<file path="src/rtl/fifo_rd_stream_adapter.sv">
// Read-side adapter for the synchronous FIFO: issues reads against the FIFO's
// 1-cycle read latency and re-presents the words as a valid/ready stream.
`default_nettype none

module fifo_rd_stream_adapter #(
  parameter int WIDTH = 8,
  parameter int CNT_W = 16
) (
  input  logic             clk,
  input  logic             reset,
  input  logic             en,
  input  logic             fifo_empty,
  input  logic [WIDTH-1:0] fifo_rdata,
  output logic             fifo_rd,
  output logic             m_valid,
  input  logic             m_ready,
  output logic [WIDTH-1:0] m_data,
  output logic [CNT_W-1:0] tx_count
);

  logic [WIDTH-1:0] r_buf [0:1];
  logic             r_rd_ptr;
  logic             r_wr_ptr;
  logic [1:0]       r_occ;
  logic             r_pend;
  logic [CNT_W-1:0] r_tx_count;

  logic       w_pop;
  logic       w_credit;
  logic       w_rd;
  logic [2:0] w_inflight;

  // Words already buffered plus the one still coming back from the FIFO.
  assign w_inflight = {1'b0, r_occ} + {2'b00, r_pend};

  assign m_valid  = (r_occ != 2'd0);
  assign m_data   = r_buf[r_rd_ptr];
  assign w_pop    = m_valid && m_ready;

  // A pop this cycle frees a slot before the word read now can land, which is
  // what lets m_ready reach fifo_rd combinationally for full throughput.
  assign w_credit = (w_inflight < 3'd2) || w_pop;
  assign w_rd     = !reset && en && !fifo_empty && w_credit;
  assign fifo_rd  = w_rd;
  assign tx_count = r_tx_count;

  // Capture is unconditional on pend: credit accounting guarantees a free slot.
  always_ff @(posedge clk) begin
    if (r_pend) begin
      r_buf[r_wr_ptr] <= fifo_rdata;
    end
  end

  always_ff @(posedge clk or posedge reset) begin
    if (reset) begin
      r_rd_ptr   <= 1'b0;
      r_wr_ptr   <= 1'b0;
      r_occ      <= 2'd0;
      r_pend     <= 1'b0;
      r_tx_count <= '0;
    end else begin
      r_pend <= w_rd;
      if (r_pend) begin
        r_wr_ptr <= ~r_wr_ptr;
      end
      if (w_pop) begin
        r_rd_ptr   <= ~r_rd_ptr;
        r_tx_count <= r_tx_count + CNT_W'(1);
      end
      case ({r_pend, w_pop})
        2'b10:   r_occ <= r_occ + 2'd1;
        2'b01:   r_occ <= r_occ - 2'd1;
        default: r_occ <= r_occ;
      endcase
    end
  end

  a_occ_max: assert property (@(posedge clk) disable iff (reset) r_occ <= 2'd2);
  a_credit: assert property (@(posedge clk) disable iff (reset) w_inflight <= 3'd2);
  a_no_rd_empty: assert property (@(posedge clk) disable iff (reset) !(fifo_rd && fifo_empty));
  a_stall_hold: assert property (@(posedge clk) disable iff (reset)
    (m_valid && !m_ready) |=> (m_valid && $stable(m_data)));

endmodule

`default_nettype wire

</file>
<file path="config.mk">
export PLATFORM = sky130hd
export DESIGN_NAME = fifo_rd_stream_adapter
export DESIGN_NICKNAME = d
export VERILOG_FILES = /design/src/rtl/fifo_rd_stream_adapter.sv
export SDC_FILE = /design/constraint.sdc
export NUM_CORES = 1
export LEC_CHECK = 0
export CAP_MARGIN = 20
export CORE_MARGIN = 1
export CORE_UTILIZATION = 51
export DETAILED_ROUTE_END_ITERATION = 16
export PLACE_DENSITY = 0.85
export SYNTH_ARGS = -nofsm -noshare
export SYNTH_HDL_FRONTEND = slang
export SYNTH_SLANG_ARGS = --single-unit
</file>
<file path="constraint.sdc">
create_clock -name clk -period 3.1 [get_ports clk]
set_input_delay 0.93 -clock clk [delete_from_list [all_inputs] [get_ports clk]]
set_output_delay 0.93 -clock clk [all_outputs]
set_load 0.03 [all_outputs]
</file>
==> flow_metrics.tcl <==
set metrics [dict create \
    die_area_um2 3211 \
    synth_edf_count 16 \
    synth_top_area_share_pct 34.48 \
    num-nets-final 165 \
    cts.root.buffer_cell "clkbuf_4" \
    stdcell_count 182 \
    violations "design-rule violations" \
    first_pass_iters 11 \
    ant_nets 0 \
    synthCells 106 \
    wire_per_inst_um 14.14 \
    via_per_inst 5.264 \
    drt_iter0_drc 30 \
    hold_viol_final 0 \
    grt_pass1_wl_um 4498 \
    worstPathMaxFanout 3 \
    holdWs_ns 0.4801 \
    n_antenna_cell 0 \
    p_leak_nw 0.8082 \
    clkSinkCount 37 \
    antenna_found_initial 0 \
    setup_tns_ns 0 \
    ys_warn_count 0 \
    async_flop_share_pct 56.76 \
    setup_viol 0 \
    worst_ep_arrival_time_ns 1.99 \
    top_level_ports 39 \
    multi_input_comb_area_um2 505.5 \
    grt_use_total_pct 19.16 \
    grt_max_degree 22 \
    port_buffers 38 \
    htree_levels 2 \
    drv_slew 0 \
    status "finished, violations left" \
    seq_area_frac_synth_pct 66.01 \
    hold_buffers 0 \
    critPathRequiredTime_ns 2.17 \
    min_period_ns 2.924 \
    critPathCapture "fifo_rd" \
    num_vias 958 \
    drc 4 \
    ir_drop_mv 0.5553 \
    synth-seq-cells 37 \
    start_util_pct 54.33 \
    dieWidth_um 56.67 \
    min_path_type "flop to flop" \
    post-route-util_pct 71.10 \
    clock.fmax_mhz 342.0 \
    routed_wirelength_um 2574 \
    yosys.cell_types.count 23 \
    syn_to_final_growth_pct 30.87 \
    synth_flop_cell "dfrtp_1" \
    post-place-ws_ns 0.06472 \
    syn_area_um2 1524 \
    cp.depth 4 \
    r2r_slack_ns 1.38 \
    postLayoutSetupSlackWorst_ns 0.1760 \
    drive_gt1_share_pct 15.23 \
    tritoncts "built" \
    worstSetupPathType "primary input to output port" \
    cts_setup_buffers 0 \
    grt_pass1_vias 972 \
    crit_buf_inv 2 \
    max_stage_delay_ns 0.52 \
    die_h_um 56.67 \
    fin_crit_sh_pct 94.32 \
    worstPathCellList "clkdlybuf4s50_1 -> nor2_1 -> nor4b_2 -> buf_4" \
    cts_buffers 5 \
    crit_path_start "m_ready" \
    gp_congestion 0.7245 \
    synth.area.top_cells "dfrtp_1, edfxtp_1, xnor2_1, mux2_2, xor2_1" \
    place.detailed.hpwl_um 1883 \
    avgSynthCellArea_um2 14.38 \
    power_density_nw_per_um2 743.7 \
    reg2reg_depth 6 \
    seq_area_um2 1006 \
    synth_top_cell_by_area "dfrtp_1" \
    cp_top_family "buffers and inverters" \
    crit_slowest_cell "clkdlybuf4s50_1" \
    stdcell_area_um2 1994 \
    worst_pin_slew_ns 0.7993 \
    n_fill_cell 201 \
    timing.rr.start "r_occ[0]$_DFFE_PP0P_" \
    clk_path_buf_depth 2 \
    dp.cells 174 \
    synth.net_count 121 \
    drv_cap 0 \
    cts.clk_slew.worst_paths_ns 0.11 \
    fp-row-count 19 \
    fp.coreArea_um2 2805 \
    finalPower_mw 1.483 \
    clk_latency_ns 0.33 \
    fin_worst_skew_ns 0.01279 \
    cts_resized 0 \
    grt_overflow 0 \
    placed_cell_area_um2 1937 \
    start_kind "primary input" \
    relSlewSlack_pct 46.65 \
    rsz0062_at_grt "false" \
    r2r-end "r_occ[1]$_DFFE_PP0P_" \
    worst_setup_path_end_kind "output port" \
]
registers in the layout, indices dropped and copies added (netlist names):
signal	flops
tx_count	16
r_pend	1
r_occ	2
r_wr_ptr	1
r_buf	16
r_rd_ptr	1
layout by cell type, fill, tap and decap left out:
master	count
or2_4	1
nor4b_2	1
or2_2	1
edfxtp_1	16
clkbuf_1	1
inv_1	4
and3_1	3
nand3_1	6
mux2_2	8
nor4_4	1
and2_1	1
nand2_1	6
xnor2_1	12
clkbuf_4	5
nor3_2	1
nor4_2	1
dfrtp_1	21
clkdlybuf4s50_1	37
xor2_1	8
ha_1	2
a21oi_1	1
o21ai_2	1
buf_4	1
nor2_1	6
o2111ai_1	1
clkinv_2	2
nand4_1	3
power breakdown:
| part | switching (mW) | leakage [nW] | internal [mW] |
|---|---|---|---|
| Sequential | 0.109 | 0.414 | 0.593 |
| Combinational | 0.288 | 0.362 | 0.262 |
| Clock | 0.145 | 0.0320 | 0.0864 |
| Total | 0.541 | 0.808 | 0.942 |
worst reg2reg max path: cells and delay by family (launching register included):
family          cells  cell delay (ns)
compound gates      1             0.37
xor+xnor            2             0.29
fa+ha+maj           1             0.22
buf+inv             1             0.16
flops               1             0.48
simple gates        1             0.12
Yosys cell counts, types with 2 or more instances:
library cell and number:
dfrtp_1 21, inv_1 4, nor2_1 6, xor2_1 8
nand3_1 6, ha_1 2, nand2_1 6, mux2_2 8
and3_1 3, nand4_1 3, edfxtp_1 16, xnor2_1 12
area by class of cell:
type	instances	share of cell area, %
sequential	37	50.44
inverter	4	0.7528
clock inverter	2	0.5019
tap	31	1.945
clock buffer	6	2.070
multi-input combinational	64	25.35
timing repair buffer	38	18.95
kinds of logic after synthesis:
logic type | Yosys count | synth area share, %
compound gates | 3 | 1.478
mux | 8 | 5.912
buf+inv | 5 | 1.231
xor+xnor | 20 | 11.49
simple gates | 31 | 12.23
flops | 37 | 66.01
fa+ha+maj | 2 | 1.642
per-layer routing:
metal	track usage (%)	share of wire [%]	wire length, µm
met1	23.90	44	1132
met2	29.59	49	1265
met3	8.065	6.2	159
met4	7.500	0.66	17
met5	0	0	0
worst min-delay path by stage:
stage	from	cells past startpoint	slack (ns)	endpoint
2_1_floorplan	r_wr_ptr$_DFFE_PP0P_	1	0.45	r_wr_ptr$_DFFE_PP0P_
3_3_place_gp	tx_count[15]$_DFFE_PP0P_	1	0.46	tx_count[15]$_DFFE_PP0P_
3_5_place_dp	tx_count[15]$_DFFE_PP0P_	1	0.46	tx_count[15]$_DFFE_PP0P_
4_1_cts	tx_count[15]$_DFFE_PP0P_	1	0.48	tx_count[15]$_DFFE_PP0P_
5_1_grt	tx_count[15]$_DFFE_PP0P_	1	0.50	tx_count[15]$_DFFE_PP0P_
6_report	tx_count[15]$_DFFE_PP0P_	1	0.48	tx_count[15]$_DFFE_PP0P_
No activity file was read; power rests on OpenSTA's default activity.
==> edit 1 (config.mk and constraints unchanged) <==
Make the reset (`reset`) synchronous in one clocked block.
--- a/src/rtl/fifo_rd_stream_adapter.sv
+++ b/src/rtl/fifo_rd_stream_adapter.sv
@@ -51,7 +51,7 @@
     end
   end
 
-  always_ff @(posedge clk or posedge reset) begin
+  always_ff @(posedge clk) begin
     if (reset) begin
       r_rd_ptr   <= 1'b0;
       r_wr_ptr   <= 1'b0;
Check against the original RTL: differs if reset is asserted again (counterexample within 4 cycles, from zero or initial values and one cycle with reset high); with reset held inactive, the same outputs for 10 cycles.
==> edit 1 against the unedited design <==
Sequential share of layout area shrank 4.8 points; critical path type unchanged; wire length grew 13%; sequential cell count grew 1; synthesized cell count grew 27%; area after synthesis grew 1.9%; largest cell class unchanged; final area grew 1.3%; setup slack lost 0.11 ns; the flow still finishes with violations (design-rule violations).
Power is not compared: it rests on default switching activity, and its combinational part moved more than twofold at a synthesized area within 25%.
==> edit 1: results (changes against the unedited design) <==
{| class="wikitable"
! Metric !! Value
|-
| DRC violations left || 3 (-1)
|-
| Most repeated cell in the gate-level netlist after synthesis || sky130_fd_sc_hd__dfxtp_1
|-
| Met1 Use GR || 24.9% (+1.0 points)
|-
| Outcome || finished, violations left
|-
| Post-synthesis xor/xnor area fraction || 7.33% (-4.2 points)
|-
| Filler cells || 220 (+9.5%)
|-
| Routed met3 length || 147 um (-7.5%)
|-
| Clock-cell share || 2.66% (+0.092 points)
|-
| Overall routing resource usage || 19.5% (+0.30 points)
|-
| Utilization after layout || 71.4% (+0.29 points)
|-
| Met1 WL || 1300 um (+15%)
|-
| Wire length of the first global-routing pass || 4800 um (+6.6%)
|-
| Placer congestion estimate || 0.730 (+0.77%)
|-
| Endpoint arrival time on the critical path || 2.10 ns (+0.11 ns)
|-
| Width of the chip || 57.2 um (+0.90%)
|-
| Seq cells post-synth || 38 (+2.7%)
|-
| WL met2 || 1420 um (+12%)
|-
| Synthesized netlist net count || 150 (+24%)
|-
| Number of distinct standard cells referenced by the synthesized netlist || 30 (+30%)
|-
| Final non-clock buffer share || 19.8% (+0.88 points)
|-
| Post-Route Skew || 0.00455 ns (-0.00824 ns)
|-
| Inst Count DP || 203 (+17%)
|-
| Violations in the final reports || design-rule violations
|-
| Synthesized-area fraction occupied by ao, oa, aoi and oai cells || 6.77% (+5.3 points)
|-
| Router iterations before antenna repair || 10 (-1)
|-
| Register area || 921 sq um (-8.5%)
|-
| Multi-input combinational cell count || 90 (+41%)
|-
| Async set-reset flop share out of synthesis || 0% (-57 points)
|-
| Proportion of layout cells with a drive suffix above 1 || 12.8% (-2.5 points)
|-
| Fraction of area in multi-input gates || 29.4% (+4.1 points)
|-
| Share of synthesized area spent on multiplexers || 5.80% (-0.11 points)
|-
| Post-Synthesis Mean Instance Area || 11.5 sq um (-20%)
|-
| Crit-path max cell delay || 0.50 ns (-0.02 ns)
|-
| Non-clock inverter total of the final layout || 3 (-1)
|-
| Largest driver fanout on the critical path || 2 (-1)
|-
| Seq/Total Area, Yosys || 59.3% (-6.7 points)
|-
| Non-clock buffer instance count of the final layout || 41 (+7.9%)
|-
| Most instantiated cells after synthesis || sky130_fd_sc_hd__dfxtp_1 (22), sky130_fd_sc_hd__edfxtp_1 (16), sky130_fd_sc_hd__nor2_1 (15)
|}
-- edit 1: cell count changes after synthesis, sizes merged, moves of 3 or more --
cell / change
or3: +8
nor2: +9
and3: -3
xor2: -5
a21oi: +8
o21ai: +7
dfrtp: -21
dfxtp: +22
-- edit 1: worst reg2reg max path: stages, from the launching register on --
cell and delay [ns]:
sky130_fd_sc_hd__dfxtp_1 0.39, sky130_fd_sc_hd__o21ai_4 0.27, sky130_fd_sc_hd__clkinv_1 0.14, sky130_fd_sc_hd__ha_1 0.32, sky130_fd_sc_hd__or3_1 0.35, sky130_fd_sc_hd__a21oi_1 0.14
-- edit 1: path summary, 6_finish.rpt --
| kind | from | cells past startpoint | to | slack, ns |
|---|---|---|---|---|
| max | m_ready | 4 | fifo_rd | 0.07 |
| min | tx_count[15] | 2 | tx_count[15] | 0.51 |
| max reg2reg | r_occ[1] | 5 | r_occ[1] | 1.43 |
| min reg2reg | tx_count[15] | 2 | tx_count[15] | 0.51 |
==> edit 2 (same flow settings) <==
Made on the original files. The parameter `CNT_W` goes from 16 to 32.
--- a/src/rtl/fifo_rd_stream_adapter.sv
+++ b/src/rtl/fifo_rd_stream_adapter.sv
@@ -4,7 +4,7 @@
 
 module fifo_rd_stream_adapter #(
   parameter int WIDTH = 8,
-  parameter int CNT_W = 16
+  parameter int CNT_W = 32
 ) (
   input  logic             clk,
   input  logic             reset,
Interface: changed (resized tx_count); port bits go from 39 to 55. The function was not compared with the original's and may differ.
==> edit 2 against the unedited design <==
Sequential cell count is 16 higher; first-iteration DRC count rose to 2.9 times the old value; setup slack worse by 0.011 ns; total power up 27%; via count increased by 61%; largest power group unchanged; highest routed layer unchanged; clock power up 67%; wire length up 73%; final area is 49% higher; area after synthesis rose by 49%; synthesized cell count rose by 62%; clock skew is 0.0060 ns lower; critical endpoint unchanged; register-to-register slack lost 0.04 ns; critical path depth did not move.
==> edit 2: results (changes against the unedited design) <==
{| class="wikitable"
! Metric !! Value
|-
| Count of vias placed by the detailed router || 1542 (+61%)
|-
| Router iterations before antenna repair || 4 (-7)
|-
| Count of cells along the worst register-to-register path || 4 (-2)
|-
| Number of global-route vias before repair || 1518 (+56%)
|-
| Insertion delay to the later sink of the worst-skew pair || 0.30 ns (-0.03 ns)
|-
| Initial drt markers || 88 (+190%)
|-
| Synthesized netlist net count || 187 (+55%)
|-
| Switch Pwr || 0.000623 W (+15%)
|-
| Endpoint arrival time on the critical path || 2.01 ns (+0.02 ns)
|-
| Wire length of the first global-routing pass || 7090 um (+58%)
|-
| Number of buffers added on ports || 54 (+42%)
|-
| Most instantiated cells after synthesis || sky130_fd_sc_hd__dfrtp_1 (37), sky130_fd_sc_hd__xnor2_1 (30), sky130_fd_sc_hd__edfxtp_1 (16), sky130_fd_sc_hd__nand4_1 (16), sky130_fd_sc_hd__nand3_1 (10)
|-
| RR Endpoint || tx_count[29]
|-
| Flip-flop count of the largest register, all copies and words added || 32
|-
| Proportion of layout cells with a drive suffix above 1 || 10.6% (-4.6 points)
|-
| Root buf cell || sky130_fd_sc_hd__clkbuf_8
|-
| Synthesized-area fraction occupied by ao, oa, aoi and oai cells || 1.26% (-0.21 points)
|-
| Inst Count DP || 277 (+59%)
|-
| Seq/Total Area, Yosys || 61.8% (-4.3 points)
|-
| HPWL after detailed placement || 3200 um (+70%)
|-
| Crit-path max cell delay || 0.47 ns (-0.05 ns)
|-
| Number of gates resized after CTS || 0 (unchanged)
|-
| Adder-cell share of the synthesized area || 1.10% (-0.54 points)
|-
| Final net count || 249 (+51%)
|-
| Leak Pwr || 1.20 nW (+48%)
|-
| Synth top area cells || sky130_fd_sc_hd__dfrtp_1 (41%), sky130_fd_sc_hd__edfxtp_1 (21%), sky130_fd_sc_hd__xnor2_1 (12%)
|-
| Outcome || completed
|-
| Post-route non-filler standard cell count || 285 (+57%)
|-
| Post-synthesis xor/xnor area fraction || 13.8% (+2.4 points)
|-
| Peak ir drop on the vdd network || 0.551 mV (-0.86%)
|-
| Filler cells || 304 (+51%)
|-
| Worst hold path endpoint || tx_count[31]
|-
| Register clock-pin slew on the reported worst setup and hold paths || 0.08 ns (-0.03 ns)
|-
| Post-Route Skew || 0.00675 ns (-0.00604 ns)
|-
| Max_slew headroom || 56.0% (+9.4 points)
|-
| Share of synthesized area spent on multiplexers || 4.45% (-1.5 points)
|-
| Number of distinct standard cells referenced by the synthesized netlist || 27 (+17%)
|-
| Largest net degree at the start of global routing || 38 (+73%)
|-
| Overall routing resource usage || 21.3% (+2.1 points)
|-
| Placer congestion estimate || 0.799 (+10%)
|-
| DR WL/cell || 15.6 um (+11%)
|-
| R2r setup slk || 1.34 ns (-0.04 ns)
|-
| Gate count of the mapped netlist || 172 (+62%)
|-
| Worst hold path startpoint || tx_count[31]
|-
| Cell with the largest stage delay on the worst path || sky130_fd_sc_hd__clkdlybuf4s50_1
|-
| Async set-reset flop share out of synthesis || 69.8% (+13 points)
|-
| Worst r2r src || tx_count[2]
|-
| Largest driver fanout on the critical path || 2 (-1)
|}
edit 2: area by class of cell:
cell class	count	area, sq um	area share [%]
Multi-Input combinational cell	112	840	28.2
Tap cell	50	62.6	2.10
Sequential cell	53	1410	47.2
Clock buffer	8	90.1	3.02
Timing Repair Buffer	58	568	19.1
Inverter	4	15.0	0.504
edit 2: metrics by stage:
stage,hold slack [ns],instance area [sq um]
floorplan,0.454,2280
global placement,0.461,2890
detailed placement,0.463,2890
CTS,0.478,2980
global route,0.522,2980
finish,0.470,2980
edit 2: cells by family after synthesis:
group | after synthesis
flip-flops | 53
buffers and inverters | 7
AO/OA/AOI/OAI | 3
XOR/XNOR | 36
adder cells (fa/ha/maj) | 2
AND/OR/NAND/NOR | 62
multiplexers | 9
edit 2: worst max-delay path by stage:
stage                         end  slack [ns]  depth (start not counted)  startpoint
after detailed placement  fifo_rd        0.16                          4     m_ready
after CTS                 fifo_rd        0.16                          4     m_ready
final                     fifo_rd        0.16                          4     m_ready
after floorplan           fifo_rd        0.11                          1       reset
after global routing      fifo_rd        0.08                          4     m_ready
after global placement    fifo_rd        0.18                          4     m_ready
edit 2: per-layer routing:
layer | vias to the layer above | GRT usage [%] | part of all wire, %
met2 | 38 | 36.0 | 51
li1 | 744 | - | -
met1 | 752 | 26.3 | 44
met5 | - | 0 | 0
met4 | 0 | 9.69 | 1.5
met3 | 8 | 4.11 | 3.9
edit 2: power groups by stage:
stage	clock, W	sequential (W)	combinational (W)
floorplan	0	0.000978	0.000309
global placement	0	0.000935	0.000568
detailed placement	0	0.000938	0.000579
CTS	0.000400	0.000926	0.000582
global route	0.000425	0.000941	0.000612
finish	0.000388	0.000924	0.000575
